## config.mk

```make
export PLATFORM = sky130hd
export DESIGN_NAME = regfile_wb_arbiter_flat
export DESIGN_NICKNAME = d
export VERILOG_FILES = /design/src/rtl/regfile_wb_arbiter_if.sv /design/src/rtl/regfile_wb_arbiter.sv /design/src/flat_wrapper.sv
export SDC_FILE = /design/constraint.sdc
export NUM_CORES = 1
export LEC_CHECK = 0
export ABC_AREA = 1
export BUFFER_PORTS_ARGS = -buffer_cell sky130_fd_sc_hd__buf_4
export CELL_PAD_IN_SITES_DETAIL_PLACEMENT = 2
export CELL_PAD_IN_SITES_GLOBAL_PLACEMENT = 2
export CORE_ASPECT_RATIO = 0.7
export CORE_MARGIN = 2
export CORE_UTILIZATION = 32
export CTS_CLUSTER_DIAMETER = 50
export DETAILED_ROUTE_END_ITERATION = 8
export PLACE_DENSITY_LB_ADDON = 0.1
export SYNTH_ARGS = -nofsm -noshare
export SYNTH_HDL_FRONTEND = slang
export SYNTH_SLANG_ARGS = --single-unit
```

## constraint.sdc

```tcl
create_clock -name clk -period 4.6 [get_ports clk]
set_input_delay 0.46 -clock clk [delete_from_list [all_inputs] [get_ports clk]]
set_output_delay 0.46 -clock clk [all_outputs]
set_load 0.05 [all_outputs]
```

## src/rtl/regfile_wb_arbiter_if.sv

```systemverilog
// rtl/regfile_wb_arbiter_if.sv - writeback requester, hazard-check and register-file write-port bundle
interface regfile_wb_arbiter_if #(
  parameter int NUM_REQ = 3,
  parameter int DATA_W  = 16,
  parameter int ADDR_W  = 4
);
  logic [NUM_REQ-1:0]        req_valid;
  logic [NUM_REQ-1:0]        req_ready;
  logic [NUM_REQ*ADDR_W-1:0] req_addr;
  logic [NUM_REQ*DATA_W-1:0] req_data;
  logic [ADDR_W-1:0]         chk_addr_a;
  logic [ADDR_W-1:0]         chk_addr_b;
  logic                      hazard_a;
  logic                      hazard_b;
  logic [(1<<ADDR_W)-1:0]    busy_mask;
  logic                      w_en;
  logic [ADDR_W-1:0]         addr_c;
  logic [DATA_W-1:0]         data_c;

  modport master (
    output req_valid, req_addr, req_data, chk_addr_a, chk_addr_b,
    input  req_ready, hazard_a, hazard_b, busy_mask, w_en, addr_c, data_c
  );

  modport slave (
    input  req_valid, req_addr, req_data, chk_addr_a, chk_addr_b,
    output req_ready, hazard_a, hazard_b, busy_mask, w_en, addr_c, data_c
  );
endinterface

```

## src/rtl/regfile_wb_arbiter.sv

```systemverilog
// rtl/regfile_wb_arbiter.sv - round-robin writeback arbiter with pending-write scoreboard
// Optional WB_R0_LOCK_EN: register 0 hard-wired, writes to it are accepted and dropped.
module regfile_wb_arbiter #(
  parameter int NUM_REQ = 3,
  parameter int DATA_W  = 16,
  parameter int ADDR_W  = 4
) (
  input logic                clk,
  input logic                rst,
  regfile_wb_arbiter_if.slave bus
);
  localparam int PTR_W = (NUM_REQ > 2) ? 2 : 1;
  localparam int NREG  = 1 << ADDR_W;

  logic [NUM_REQ-1:0] hold_valid;
  logic [ADDR_W-1:0]  hold_addr [NUM_REQ];
  logic [DATA_W-1:0]  hold_data [NUM_REQ];
  logic [PTR_W-1:0]   ptr;

  logic [NUM_REQ-1:0] grant;
  logic [PTR_W-1:0]   gidx;
  logic               any_grant;
  logic [NUM_REQ-1:0] accept;
  logic [NUM_REQ-1:0] load_ok;
  logic [PTR_W-1:0]   idx;
  logic [NREG-1:0]    busy;

  // Rotating priority search: first valid slot at or after ptr wins.
  always_comb begin
    grant     = '0;
    gidx      = '0;
    any_grant = 1'b0;
    idx       = '0;
    for (int k = 0; k < NUM_REQ; k++) begin
      if (int'(ptr) + k >= NUM_REQ)
        idx = PTR_W'(int'(ptr) + k - NUM_REQ);
      else
        idx = PTR_W'(int'(ptr) + k);
      if (!any_grant && hold_valid[idx]) begin
        any_grant = 1'b1;
        grant[idx] = 1'b1;
        gidx       = idx;
      end
    end
  end

  always_comb begin
    for (int i = 0; i < NUM_REQ; i++) begin
      bus.req_ready[i] = !hold_valid[i] || grant[i];
      accept[i]        = bus.req_valid[i] && bus.req_ready[i];
`ifdef WB_R0_LOCK_EN
      load_ok[i] = (bus.req_addr[i*ADDR_W +: ADDR_W] != '0);
`else
      load_ok[i] = 1'b1;
`endif
    end
  end

  // A slot granted and re-accepted in the same cycle reloads, giving 1/cycle throughput.
  always_ff @(posedge clk or negedge rst) begin
    if (!rst) begin
      hold_valid <= '0;
      for (int i = 0; i < NUM_REQ; i++) begin
        hold_addr[i] <= '0;
        hold_data[i] <= '0;
      end
    end else begin
      for (int i = 0; i < NUM_REQ; i++) begin
        if (accept[i] && load_ok[i]) begin
          hold_valid[i] <= 1'b1;
          hold_addr[i]  <= bus.req_addr[i*ADDR_W +: ADDR_W];
          hold_data[i]  <= bus.req_data[i*DATA_W +: DATA_W];
        end else if (grant[i]) begin
          hold_valid[i] <= 1'b0;
        end
      end
    end
  end

  always_ff @(posedge clk or negedge rst) begin
    if (!rst) begin
      ptr <= '0;
    end else if (any_grant) begin
      if (int'(gidx) == NUM_REQ - 1)
        ptr <= '0;
      else
        ptr <= gidx + PTR_W'(1);
    end
  end

  always_ff @(posedge clk or negedge rst) begin
    if (!rst) begin
      bus.w_en   <= 1'b0;
      bus.addr_c <= '0;
      bus.data_c <= '0;
    end else if (any_grant) begin
      bus.w_en   <= 1'b1;
      bus.addr_c <= hold_addr[gidx];
      bus.data_c <= hold_data[gidx];
    end else begin
      bus.w_en   <= 1'b0;
    end
  end

  // A register stays busy until the cycle its w_en pulse completes.
  always_comb begin
    busy = '0;
    for (int i = 0; i < NUM_REQ; i++)
      if (hold_valid[i]) busy[hold_addr[i]] = 1'b1;
    if (bus.w_en) busy[bus.addr_c] = 1'b1;
`ifdef WB_R0_LOCK_EN
    busy[0] = 1'b0;
`endif
  end

  assign bus.busy_mask = busy;
  assign bus.hazard_a  = busy[bus.chk_addr_a];
  assign bus.hazard_b  = busy[bus.chk_addr_b];
endmodule

```

## src/flat_wrapper.sv

```systemverilog
// flat-port wrapper written by rule: the top's interface ports become plain ports
module regfile_wb_arbiter_flat 
#(
  parameter int NUM_REQ = 3,
  parameter int DATA_W  = 16,
  parameter int ADDR_W  = 4
)
  (clk, rst, bus_req_valid, bus_req_addr, bus_req_data, bus_chk_addr_a, bus_chk_addr_b, bus_req_ready, bus_hazard_a, bus_hazard_b, bus_busy_mask, bus_w_en, bus_addr_c, bus_data_c);
  regfile_wb_arbiter_if #(.NUM_REQ(NUM_REQ), .DATA_W(DATA_W), .ADDR_W(ADDR_W)) bus_i ();
  input logic clk;
  input logic rst;
  input wire logic [$bits(bus_i.req_valid)-1:0] bus_req_valid;
  input wire logic [$bits(bus_i.req_addr)-1:0] bus_req_addr;
  input wire logic [$bits(bus_i.req_data)-1:0] bus_req_data;
  input wire logic [$bits(bus_i.chk_addr_a)-1:0] bus_chk_addr_a;
  input wire logic [$bits(bus_i.chk_addr_b)-1:0] bus_chk_addr_b;
  output wire logic [$bits(bus_i.req_ready)-1:0] bus_req_ready;
  output wire logic [$bits(bus_i.hazard_a)-1:0] bus_hazard_a;
  output wire logic [$bits(bus_i.hazard_b)-1:0] bus_hazard_b;
  output wire logic [$bits(bus_i.busy_mask)-1:0] bus_busy_mask;
  output wire logic [$bits(bus_i.w_en)-1:0] bus_w_en;
  output wire logic [$bits(bus_i.addr_c)-1:0] bus_addr_c;
  output wire logic [$bits(bus_i.data_c)-1:0] bus_data_c;
  assign bus_i.req_valid = bus_req_valid;
  assign bus_i.req_addr = bus_req_addr;
  assign bus_i.req_data = bus_req_data;
  assign bus_i.chk_addr_a = bus_chk_addr_a;
  assign bus_i.chk_addr_b = bus_chk_addr_b;
  assign bus_req_ready = bus_i.req_ready;
  assign bus_hazard_a = bus_i.hazard_a;
  assign bus_hazard_b = bus_i.hazard_b;
  assign bus_busy_mask = bus_i.busy_mask;
  assign bus_w_en = bus_i.w_en;
  assign bus_addr_c = bus_i.addr_c;
  assign bus_data_c = bus_i.data_c;
  regfile_wb_arbiter #(.NUM_REQ(NUM_REQ), .DATA_W(DATA_W), .ADDR_W(ADDR_W)) u_core (.clk(clk), .rst(rst), .bus(bus_i));
endmodule
```

==> results.txt, run 1 <==
The H-tree was split into 3 levels. For this run, the register share of the synthesized area comes to 41.6%. Yosys attributes the largest share of cell area to sky130_fd_sc_hd__dfrtp_1, sky130_fd_sc_hd__nand2_1, sky130_fd_sc_hd__nand3_1. The arrival time at the worst endpoint was 2.80 ns. For the pin with the worst max-slew slack, the measured transition is 0.787 ns. The run gives 15,600 sq um as the standard cell core area.

The net count of the finished layout came out at 899. After synthesis, the largest area contributor takes up 41.6% of total cell area. For this run, the number of Yosys warnings is 0. The post-synthesis average cell area is 7.07 sq um. The detailed-route wire length per cell is 20.1 microns. The time the final worst path needs with I/O delays and setup was 3.26 ns; the starting utilization of the core area was 33.1%. The fraction of registers with async set/reset is 100%, and the floorplan die width is 156 microns.

The tools report the combined area of all synthesized cells as 5180 sq um. The initial antenna violation count was 0. Global routing used 24.6% of the available tracks across all layers.

Post-CTS repair changed the size of 0 cells. For the number of global-route vias before repair, the log shows 5,751. The library cell occupying the most area in the post-synthesis netlist is sky130_fd_sc_hd__dfrtp_1.

The longest clock path from root to sink contains 2 buffers. After filler insertion, the fill cell instance count of the layout stands at 1,877. Once detail routing completed, the nets flagged for antenna violations numbered 0. Entering global routing, the biggest net connects 60 pins.

Setup repair after global routing left no endpoint under its margin. The tools report the critical path endpoint category as an output port. 0 antenna diodes ended up in the layout. Summed over all layers, the routed wires come to 20,700 microns. At the end of routability-driven placement, the weighted congestion stood at 0.832. In this run, synthesis inferred 0 flip-flops with an integrated enable. The clock transition time at the flip-flop clock pins of the worst setup and hold paths is 0.08 ns. 115 I/O pins were placed. Pre-CTS setup slack: 1.77 ns.

TritonCTS built the clock tree. First-pass detailed-route iteration total: 5. The number of clock buffers added by TritonCTS is 9.

Once the clock tree was built, the setup fixing pass inserted 0 buffers. For the number of setup violations in the final report, the log shows 0. Buffers placed on the I/O ports in this run total 114. The wire length of the first global-routing pass was 33,000 microns. Along the worst path, the maximum fanout reaches 23. The post-route netlist has 20.2% of its cells at a drive strength greater than 1.

The die outline height was 110 microns. When the netlist entered floorplanning its net count stood at 809. Synthesis inferred 86 register bits. The total via count after detailed routing came out at 5,386. Sorting the synthesized cells by how often they occur yields sky130_fd_sc_hd__nand2_1, sky130_fd_sc_hd__nand3_1, sky130_fd_sc_hd__nor2_1.

For the final database, setup skew stands at 0.0150 ns. The class of the most critical hold timing path was in2async. After layout, the worst setup slack is 1.34 ns.

The final critical-path share of the clock period is 71.0%. The run gives 86 as the CTS sink count. The floorplan has 38 rows. Relative to the synthesized area, the layout overhead comes to 22.7%. Summed over all layers, the global routing overflow is 0.

Among all flip-flop cells after synthesis, the most frequent one is sky130_fd_sc_hd__dfrtp_1. The count of pins over their slew limit came out at 0. Most frequent cell after synthesis: sky130_fd_sc_hd__nand2_1. Final routed DRC violation total: 0. The run gives 0.306 GHz as the maximum clock frequency.

The kind of critical path is reg2out. The run finished with clean final reports. The first routing iteration left 283 violations. The die covers 17,200 sq um. The later pin in the worst-skew pair is clocked with a latency of 0.35 ns. The tightest slew margin relative to the limit came out at 47.5%.

Across the run, the number of max-cap violations was 0. The setup total negative slack came out at 0 ns. The wire-length estimate of the detail-placed layout is 16,000 microns. The tools report the root buffer cell as sky130_fd_sc_hd__clkbuf_16. Counting every instance in the synthesized netlist gives 732. STA classifies the critical path startpoint as a register. The run gives 0 as the number of hold violations in the final report. The tools report the hold buffer count at cts as 0. STA puts the critical path data required time at 4.14 ns. Cells fill 40.6% of the core in the end. The count of different cell masters after synthesis is 33, and the worst-case hold slack is 0.0131 ns. The via density per instance is 5.24.
[sequential cells by signal, summed over array words and instances (netlist names)]
| register | count |
|---|---|
| u_core.bus.w_en | 1 |
| u_core.hold_valid | 3 |
| u_core.bus.addr_c | 4 |
| u_core.hold_data | 48 |
| u_core.hold_addr | 12 |
| u_core.ptr | 2 |
| u_core.bus.data_c | 16 |
[path summary, 6_finish.rpt]
path | cells after the start | slack [ns] | to | from
max | 9 | 1.34 | bus_req_ready[0] | u_core.ptr[0]
max in group asynchronous | 2 | 3.44 | u_core.hold_addr[8] | rst
min in group clk | 3 | 0.33 | u_core.hold_data[8] | bus_req_data[40]
min reg2reg | 2 | 0.48 | u_core.hold_data[19] | u_core.hold_data[19]
max reg2reg | 11 | 1.71 | u_core.bus.data_c[12] | u_core.ptr[0]
min | 1 | 0.01 | u_core.hold_data[12] | rst
[per-stage QoR]
stage | std cells | area, sq um
3_3_place_gp | 1011 | 6050
5_1_grt | 1027 | 6350
6_report | 1027 | 6350
3_5_place_dp | 1011 | 6050
2_1_floorplan | 732 | 5180
4_1_cts | 1027 | 6350
[area by class of cell]
type                            count  area (sq um)  area share, %
Inverter                           39           148           2.32
Clock buffer                        9           225           3.55
Tap cell                          200           250           3.94
Timing Repair Buffer              115           863           13.6
Clock inverter                      7          72.6           1.14
Multi-Input combinational cell    571          2640           41.6
Sequential cell                    86          2150           33.9
[worst max-delay path: stages, from the launching register on]
cell	delay, ns
sky130_fd_sc_hd__dfrtp_1	0.40
sky130_fd_sc_hd__inv_1	0.08
sky130_fd_sc_hd__ha_1	0.45
sky130_fd_sc_hd__inv_1	0.14
sky130_fd_sc_hd__nand3_1	0.13
sky130_fd_sc_hd__nand3_4	0.17
sky130_fd_sc_hd__nor2_2	0.07
sky130_fd_sc_hd__a22oi_1	0.20
sky130_fd_sc_hd__nand3_2	0.44
sky130_fd_sc_hd__buf_4	0.38
[placed cells by master (no fill, tap or decap), types with 7 or more instances in the layout]
cell	n
sky130_fd_sc_hd__nor3_1	10
sky130_fd_sc_hd__nand4_1	8
sky130_fd_sc_hd__clkbuf_16	9
sky130_fd_sc_hd__nor2_1	113
sky130_fd_sc_hd__a21oi_1	32
sky130_fd_sc_hd__nand2_1	230
sky130_fd_sc_hd__inv_1	30
sky130_fd_sc_hd__inv_2	7
sky130_fd_sc_hd__buf_4	115
sky130_fd_sc_hd__dfrtp_1	86
sky130_fd_sc_hd__o211ai_1	8
sky130_fd_sc_hd__nand3_1	128
[kinds of logic after synthesis]
logic type      count (synthesis)  share of synthesized area [%]
compound gates                 55                           6.26
flops                          86                           41.6
fa+ha+maj                       4                          0.967
simple gates                  512                           43.8
buf+inv                        75                           7.42
[per-layer routing]
layer	track usage [%]	wire, microns
met1	38.9	10900
met2	35.0	8560
met4	3.00	98
met3	5.14	1120
met5	0	0
Power of run 1 is not shown: default switching activity piles up to over one toggle a cycle in this logic, so the estimate is an artifact.
==> inputs of run 2 (changes only) <==
--- a/config.mk
+++ b/config.mk
@@ -11,7 +11,7 @@
 export CELL_PAD_IN_SITES_GLOBAL_PLACEMENT = 2
 export CORE_ASPECT_RATIO = 0.7
 export CORE_MARGIN = 2
-export CORE_UTILIZATION = 32
+export CORE_UTILIZATION = 27
 export CTS_CLUSTER_DIAMETER = 50
 export DETAILED_ROUTE_END_ITERATION = 8
 export PLACE_DENSITY_LB_ADDON = 0.1
==> constraint.sdc (replaced) <==
create_clock -name clk -period 2.7 [get_ports clk]
set_input_delay 0.27 -clock clk [delete_from_list [all_inputs] [get_ports clk]]
set_output_delay 0.27 -clock clk [all_outputs]
set_load 0.05 [all_outputs]
==> run 2 against run 1 <==
  * Routed wire length decreased by 0.64%
  * Cell area increased by 2.6%
  * Cell count increased by 5.1%
  * Setup slack got worse by 1.2 ns
  * Core utilization decreased by 6.1 points
  * Worst hold slack improved by 0.15 ns
  * Non-clock buffer count increased by 10
  * Sequential cell count unchanged
  * First-iteration DRC count increased by 22%
  * Count of clock-buffer cells in the layout increased by 1
  * Clock skew decreased by 0.0052 ns
  * Critical path depth increased by 1
  * Critical endpoint is now bus_req_ready[1]
==> results.txt, run 2 (same netlist as run 1, synthesis figures left out) <==
Placed cell area: 6180 sq um (+2.1%). Counting flops per register, the top entry is u_core.hold_data. The run gives 5 (unchanged) as the first-pass detailed-route iteration total. The starting utilization of the core area was 27.4% (-5.7 points). The final weighted congestion in routability-driven placement was 0.872 (+4.9%).

The longest individual stage delay on the worst path came out at 0.44 ns (about the same). The post-synthesis to final-layout area growth works out to 25.9%. The tools report the area occupied by registers as 2150 sq um (+0.12%).

The detailed-route wire length per cell was 19.0 microns (-5.4%). The initial antenna violation count came out at 0 (unchanged). The half-perimeter wire length of the detailed placement result came out at 16,000 microns (-0.20%).

The largest individual stage delay along the critical path comes from the cell sky130_fd_sc_hd__ha_2. The pre-CTS setup slack is 0.189 ns (-1.58 ns). For the number of maximum-capacitance violations, the log shows 0 (unchanged). For the setup slack of the critical path after layout, the log shows 0.126 ns (-1.21 ns). The maximum clock insertion buffer count is 2 (unchanged), and the all-layer global routing usage is 20.9% (-3.7 points). For the clock insertion delay at the later pin of the skew report, the log shows 0.34 ns (about the same). The cell class contributing the biggest share of worst-path delay was simple AND/OR/NAND/NOR gates. The number of global-route vias before repair was 5,607 (-2.5%); the top fanout value on the critical path was 12 (-48%).

The slew at the pin closest to its max-slew limit is 0.502 ns (-0.285 ns), and the slack of the worst reg-to-reg path is 0.20 ns (-1.51 ns). For the number of buffers inserted during clock tree synthesis, the log shows 9 (unchanged). The count of port buffers added during placement is 114 (unchanged), and the pin count of the biggest net entering global routing is 87 (+45%). The total stage count of the critical path was 10 (+1); the number of flip-flops under the largest register name was 48 (unchanged). For the setup skew after layout, the log shows 0.00972 ns (-0.00524 ns). The cell depth of the worst min-delay path is 3. The worst setup path is launched from a register. Setup repair after global routing could not meet its margin everywhere.

Wire length of the first global-routing pass: 32,700 microns (-0.88%). The final design instance area without fill came out at 6520 sq um (+2.6%). The arrival time at the worst endpoint was 2.30 ns (-0.50 ns). The total via count after detailed routing was 5,373 (-0.24%); the die outline height was 120 microns (+8.5%).

The logs give 0 (unchanged) for the count of pins over their slew limit and 66.4% (+19 points) for the tightest slew margin relative to the limit. The maximum clock frequency came out at 0.389 GHz. The area used by multi-input combinational logic is 2660 sq um (+0.85%), and the number of nets still failing antenna checks after routing is 0 (unchanged). The run finished with clean final reports. The final routed DRC violation total was 0 (unchanged); the total routed wirelength was 20,500 microns (-0.64%). The number of hold violations in the final report is 0 (unchanged), and the number of fill cells is 2,235 (+19%).

The worst setup path is of the reg2out kind. In the layout the commonest cells are sky130_fd_sc_hd__nand2_1, sky130_fd_sc_hd__nand3_1, sky130_fd_sc_hd__buf_4. The final critical-path share of the clock period came out at 95.3%. Endpoint of the worst register-to-register path: u_core.hold_addr[3].

TritonCTS built the clock tree. Number of placement rows: 42 (+11%). Traced cell by cell, the critical path runs through inv_1 > ha_2 > inv_1 > nand3_1 > nand3_4 > nand2_4 > nor2_4 > nand2_2 > nand3_4 > buf_6. Leaving out fill and tap cells, the most frequent cell in the layout is sky130_fd_sc_hd__nand2_1. The sum of overflow across all layers after global routing was 0 (unchanged). The worst hold path begins at bus_req_data[32].

CTS sink count: 86 (unchanged). The tools report the die outline area as 20,300 sq um (+18%). The run gives 3 (unchanged) as the H-tree depth. After layout, the minimum clock period comes to 2.57 ns. For the number of antenna cells inserted, the log shows 0 (unchanged). The setup total negative slack was 0 ns (unchanged); the fraction of layout instances using a drive strength above 1 was 22.1% (+1.9 points). The count of pins on the block boundary is 115 (unchanged). In this run the critical register-to-register path is launched from u_core.ptr[0]. The clock transition time at the flip-flop clock pins of the worst setup and hold paths works out to 0.07 ns (about the same). The critical path data required time came out at 2.43 ns (-1.71 ns). The run gives 0 (unchanged) as the number of setup violations in the final report. The run gives 346 (+22%) as the number of design-rule violations left by the first detailed-router iteration. The class of the most critical hold timing path is in2reg. The worst path buffer plus inverter count was 3 (unchanged).

STA classifies the critical path endpoint as an output port. The floorplan die width was 170 microns (+8.6%); the standard cell core area was 18,900 sq um (+21%). The worst hold path terminates at u_core.hold_data[0].

Root buffer cell: sky130_fd_sc_hd__clkbuf_16. The net count of the finished layout was 909 (+1.1%); the worst reg-to-reg path cell count was 12 (+1). In the final layout, the registers with the most flip-flops are u_core.hold_data: 48 flops, u_core.bus.data_c: 16 flops, u_core.hold_addr: 12 flops. The via density per instance came out at 4.98 (-5.0%).
[run 2: area by class of cell]
class	count	area share, %
multi-input combinational	571	40.9
sequential	86	33.1
timing repair buffer	125	14.7
tap	242	4.65
clock buffer	10	3.67
inverter	39	2.27
clock inverter	6	0.787
[run 2: layer usage]
metal	wire (microns)	up-vias	share of wire (%)	global-route usage (%)
li1	-	2570	-	-
met1	11300	2689	55	34.5
met2	8250	105	40	28.4
met3	891	9	4.3	3.56
met4	89	0	0.43	2.88
met5	0	-	0	0
[run 2: stage by stage]
step / hold WS [ns] / instances / util [%]
after global placement: 0.351 / 1061 / 32.8
after global routing: 0.169 / 1079 / 34.5
after floorplan: -0.0256 / 732 / -
after CTS: 0.153 / 1079 / 34.4
after detailed placement: 0.360 / 1061 / 32.8
final: 0.162 / 1079 / 34.5
[run 2: what timing repair did]
item | in CTS | in global routing
endpoints found under the setup margin | 1 | 7
pin swaps | 1 | 0
hold endpoints to repair | 27 | 0
gates resized for setup | 1 | 9
buffers inserted | 1 | 0
hold buffers | 1 | 0
[run 2: worst register-to-register path, stage by stage, from the launching register on]
cell and delay (ns):
sky130_fd_sc_hd__dfrtp_1 0.41, sky130_fd_sc_hd__inv_1 0.09, sky130_fd_sc_hd__ha_2 0.44, sky130_fd_sc_hd__inv_1 0.09
sky130_fd_sc_hd__nand3_1 0.13, sky130_fd_sc_hd__nand3_4 0.14, sky130_fd_sc_hd__nor2_2 0.19, sky130_fd_sc_hd__nand2_1 0.12
sky130_fd_sc_hd__nand4_4 0.11, sky130_fd_sc_hd__buf_4 0.24, sky130_fd_sc_hd__nand2_4 0.21, sky130_fd_sc_hd__nor2_1 0.19
sky130_fd_sc_hd__a21oi_2 0.04
[run 2: worst max path at each step]
| stage | start | endpoint | slack, ns |
|---|---|---|---|
| floorplan | u_core.bus.addr_c[1] | bus_hazard_a | 0.24 |
| global placement | u_core.ptr[1] | u_core.bus.addr_c[0] | 0.32 |
| detailed placement | u_core.ptr[0] | u_core.bus.addr_c[0] | 0.19 |
| CTS | u_core.ptr[1] | bus_req_ready[0] | 0.04 |
| global route | u_core.ptr[0] | bus_req_ready[1] | -0.02 |
| finish | u_core.ptr[0] | bus_req_ready[1] | 0.13 |
Power of run 2 is left out for the same reason.
==> inputs of run 3 (changes only) <==
--- a/config.mk
+++ b/config.mk
@@ -11,7 +11,8 @@
 export CELL_PAD_IN_SITES_GLOBAL_PLACEMENT = 2
 export CORE_ASPECT_RATIO = 0.7
 export CORE_MARGIN = 2
-export CORE_UTILIZATION = 27
+export CORE_UTILIZATION = 28
+export CTS_BUF_LIST = sky130_fd_sc_hd__clkbuf_4 sky130_fd_sc_hd__clkbuf_8
 export CTS_CLUSTER_DIAMETER = 50
 export DETAILED_ROUTE_END_ITERATION = 8
 export PLACE_DENSITY_LB_ADDON = 0.1
==> run 3 against run 2 <==
  * Worst hold slack lost 0.036 ns
  * Global-route usage is 0.67 points higher
  * Critical path type unchanged
  * Largest cell class unchanged
  * Fmax is 0.97% lower
  * Non-clock buffer count rose by 2
  * Clock skew grew 0.0057 ns
==> results.txt, run 3 (same netlist as run 1, synthesis figures left out) <==
The fraction of layout instances using a drive strength above 1 works out to 23.5% (+1.4 points). The fraction of the core area covered by cells at the end of the flow was 35.9% (+1.4 points); the H-tree depth was 3 (unchanged). The maximum clock frequency is 0.385 GHz (-0.97%). The die outline height is 118 microns (-1.7%). The run gives 0 (unchanged) as the sum of overflow across all layers after global routing. TritonCTS built the clock tree. Via density per instance: 5.04 (+1.2%).

The half-perimeter wire length of the detailed placement result was 16,300 microns (+2.0%); the CTS sink count was 86 (unchanged). For the slack of the worst reg-to-reg path, the log shows 0.25 ns (+0.05 ns). STA classifies the critical path startpoint as a register.

The tools report the startpoint of the worst-slack reg-to-reg timing path as u_core.ptr[1]. The tightest slew margin relative to the limit was 67.6% (+1.2 points); the cell depth of the worst min-delay path was 3 (unchanged). The die outline area was 19,600 sq um (-3.5%). The tools report the critical path data required time as 2.43 ns (about the same). The run finished with clean final reports. Final routed DRC violation total: 0 (unchanged). The number of flip-flops under the largest register name works out to 48 (unchanged). Number of fill cells: 2,150 (-3.8%). The number of placement rows is 41 (-2.4%), and the all-layer global routing usage is 21.6% (+0.67 points).

The number of antenna cells inserted is 0 (unchanged), and the maximum clock insertion buffer count is 2 (unchanged). The register with the most flip-flops was u_core.hold_data. Clock transition time at the flip-flop clock pins of the worst setup and hold paths: 0.09 ns (+0.02 ns).

The worst setup path is captured at an output port. The net count of the finished layout is 911 (+0.22%), and the setup slack of the critical path after layout is 0.101 ns (-0.0253 ns). The logs give 33,300 microns (+1.9%) for the wire length of the first global-routing pass and 5,419 (+0.86%) for the total via count after detailed routing. The run gives 1,075 (-0.37%) as the count of placed standard cells in the final layout, fillers left out. The clock insertion delay at the later pin of the skew report came out at 0.38 ns (+0.04 ns). For the final weighted congestion in routability-driven placement, the log shows 0.861 (-1.4%).

The detailed-route wire length per cell was 19.4 microns (+1.9%). The number of maximum-capacitance violations came out at 0 (unchanged). The initial antenna violation count is 0 (unchanged), and the post-synthesis to final-layout area growth is 25.3%. The class of the most critical hold timing path is in2reg. Starting utilization of the core area: 28.7% (+1.2 points). Endpoint of the worst hold-timing path: u_core.hold_data[42].

The slew at the pin closest to its max-slew limit came out at 0.485 ns (-0.0163 ns). In this run the critical register-to-register path is captured at u_core.bus.addr_c[0]. The number of global-route vias before repair is 5,732 (+2.2%).

In the final layout, the registers with the most flip-flops are u_core.hold_data: 48 flops, u_core.bus.data_c: 16 flops, u_core.hold_addr: 12 flops. The run gives 1,054 (-0.66%) as the cell total after placement. Most common library cell in the layout ignoring fill and taps: sky130_fd_sc_hd__nand2_1.

The logs give 20,800 microns (+1.5%) for the total routed wirelength and 87 (unchanged) for the pin count of the biggest net entering global routing. The tools report the number of setup violations in the final report as 0 (unchanged). The run gives 0.0154 ns (+0.00569 ns) as the setup skew after layout. Leaving out fill and tap cells, the most frequent cells in the layout are sky130_fd_sc_hd__nand2_1, sky130_fd_sc_hd__nand3_1, sky130_fd_sc_hd__buf_4. The standard cell core area was 18,100 sq um (-4.3%). Floorplan die width: 167 microns (-1.8%). The first-pass detailed-route iteration total is 4 (-1), and the number of buffers inserted during clock tree synthesis is 9 (unchanged). The tools report the number of design-rule violations left by the first detailed-router iteration as 368 (+6.4%). The logs give 2.33 ns (+0.03 ns) for the arrival time at the worst endpoint and 0 (unchanged) for the number of nets still failing antenna checks after routing. Pre-CTS setup slack: 0.180 ns (-0.00861 ns). In this run the most critical hold path is launched from bus_req_data[10].

The top fanout value on the critical path works out to 5 (-7). The run gives 0 (unchanged) as the number of hold violations in the final report. The worst-case hold slack is 0.126 ns (-0.0362 ns). The tools report the count of pins over their slew limit as 0 (unchanged).

The root buffer cell was sky130_fd_sc_hd__clkbuf_8. The worst reg-to-reg path cell count works out to 13 (+1). The time the final worst path needs with I/O delays and setup came out at 2.60 ns (+0.0253 ns).

For the count of pins on the block boundary, the log shows 115 (unchanged). The critical path in this run is classified as reg2out. The final critical-path share of the clock period is 96.3% (+0.94 points). The count of port buffers added during placement works out to 114 (unchanged).
[run 3: cell types whose count changed in the layout (fill, tap and decap cells not counted), sizes merged]
cell / delta
buf: +2
bufinv: +1
inv: -3
clkinv: -2
clkbuf: +2
clkinvlp: +2
[run 3: layout make-up]
class / count / area (sq um) / area share (%)
Clock inverter: 4 / 53.8 / 0.829
Tap cell: 236 / 295 / 4.55
Clock buffer: 12 / 165 / 2.55
Multi-Input combinational cell: 571 / 2700 / 41.6
Timing Repair Buffer: 127 / 968 / 14.9
Sequential cell: 86 / 2160 / 33.3
Inverter: 39 / 148 / 2.28
[run 3: timing repair]
item / CTS / global route
endpoints found under the hold margin: 86 / 0
setup buffers: 2 / 2
setup endpoints to repair: 3 / 8
pin swaps: 1 / 1
gates resized for setup: 2 / 19
hold buffers: 1 / 0
[run 3: worst max-delay path: stages (launching register included)]
cell	delay, ns
sky130_fd_sc_hd__dfrtp_1	0.46
sky130_fd_sc_hd__inv_1	0.15
sky130_fd_sc_hd__nand2_1	0.16
sky130_fd_sc_hd__nor2_1	0.08
sky130_fd_sc_hd__nor2_2	0.21
sky130_fd_sc_hd__nand2_1	0.13
sky130_fd_sc_hd__o211ai_1	0.31
sky130_fd_sc_hd__nand3_1	0.12
sky130_fd_sc_hd__nand3_1	0.08
sky130_fd_sc_hd__nand2_1	0.05
sky130_fd_sc_hd__buf_4	0.18
[run 3: worst max path at each step]
stage	slack [ns]	start	to	cells past startpoint
2_1_floorplan	0.24	u_core.bus.addr_c[1]	bus_hazard_a	9
3_3_place_gp	0.28	u_core.ptr[0]	u_core.bus.addr_c[0]	10
3_5_place_dp	0.18	u_core.ptr[0]	u_core.hold_addr[1]	11
4_1_cts	0.01	u_core.hold_valid[2]	bus_hazard_b	9
5_1_grt	-0.02	u_core.ptr[0]	bus_req_ready[0]	9
6_report	0.10	u_core.hold_addr[3]	bus_hazard_b	10
[run 3: per-layer routing]
metal	wire (microns)	global-route usage, %	part of all wire [%]	vias up
li1	-	-	-	2575
met1	11400	34.7	55	2725
met2	8250	29.2	40	108
met3	1050	5.38	5.0	11
met4	130	3.02	0.62	0
met5	0	0	0	-
[run 3: through the flow]
stage,instance area (sq um),setup TNS [ns]
6_report,6490,0
5_1_grt,6490,-0.0177
4_1_cts,6410,0
3_5_place_dp,6160,0
3_3_place_gp,6160,0
2_1_floorplan,5180,0
Power of run 3 is left out for the same reason.
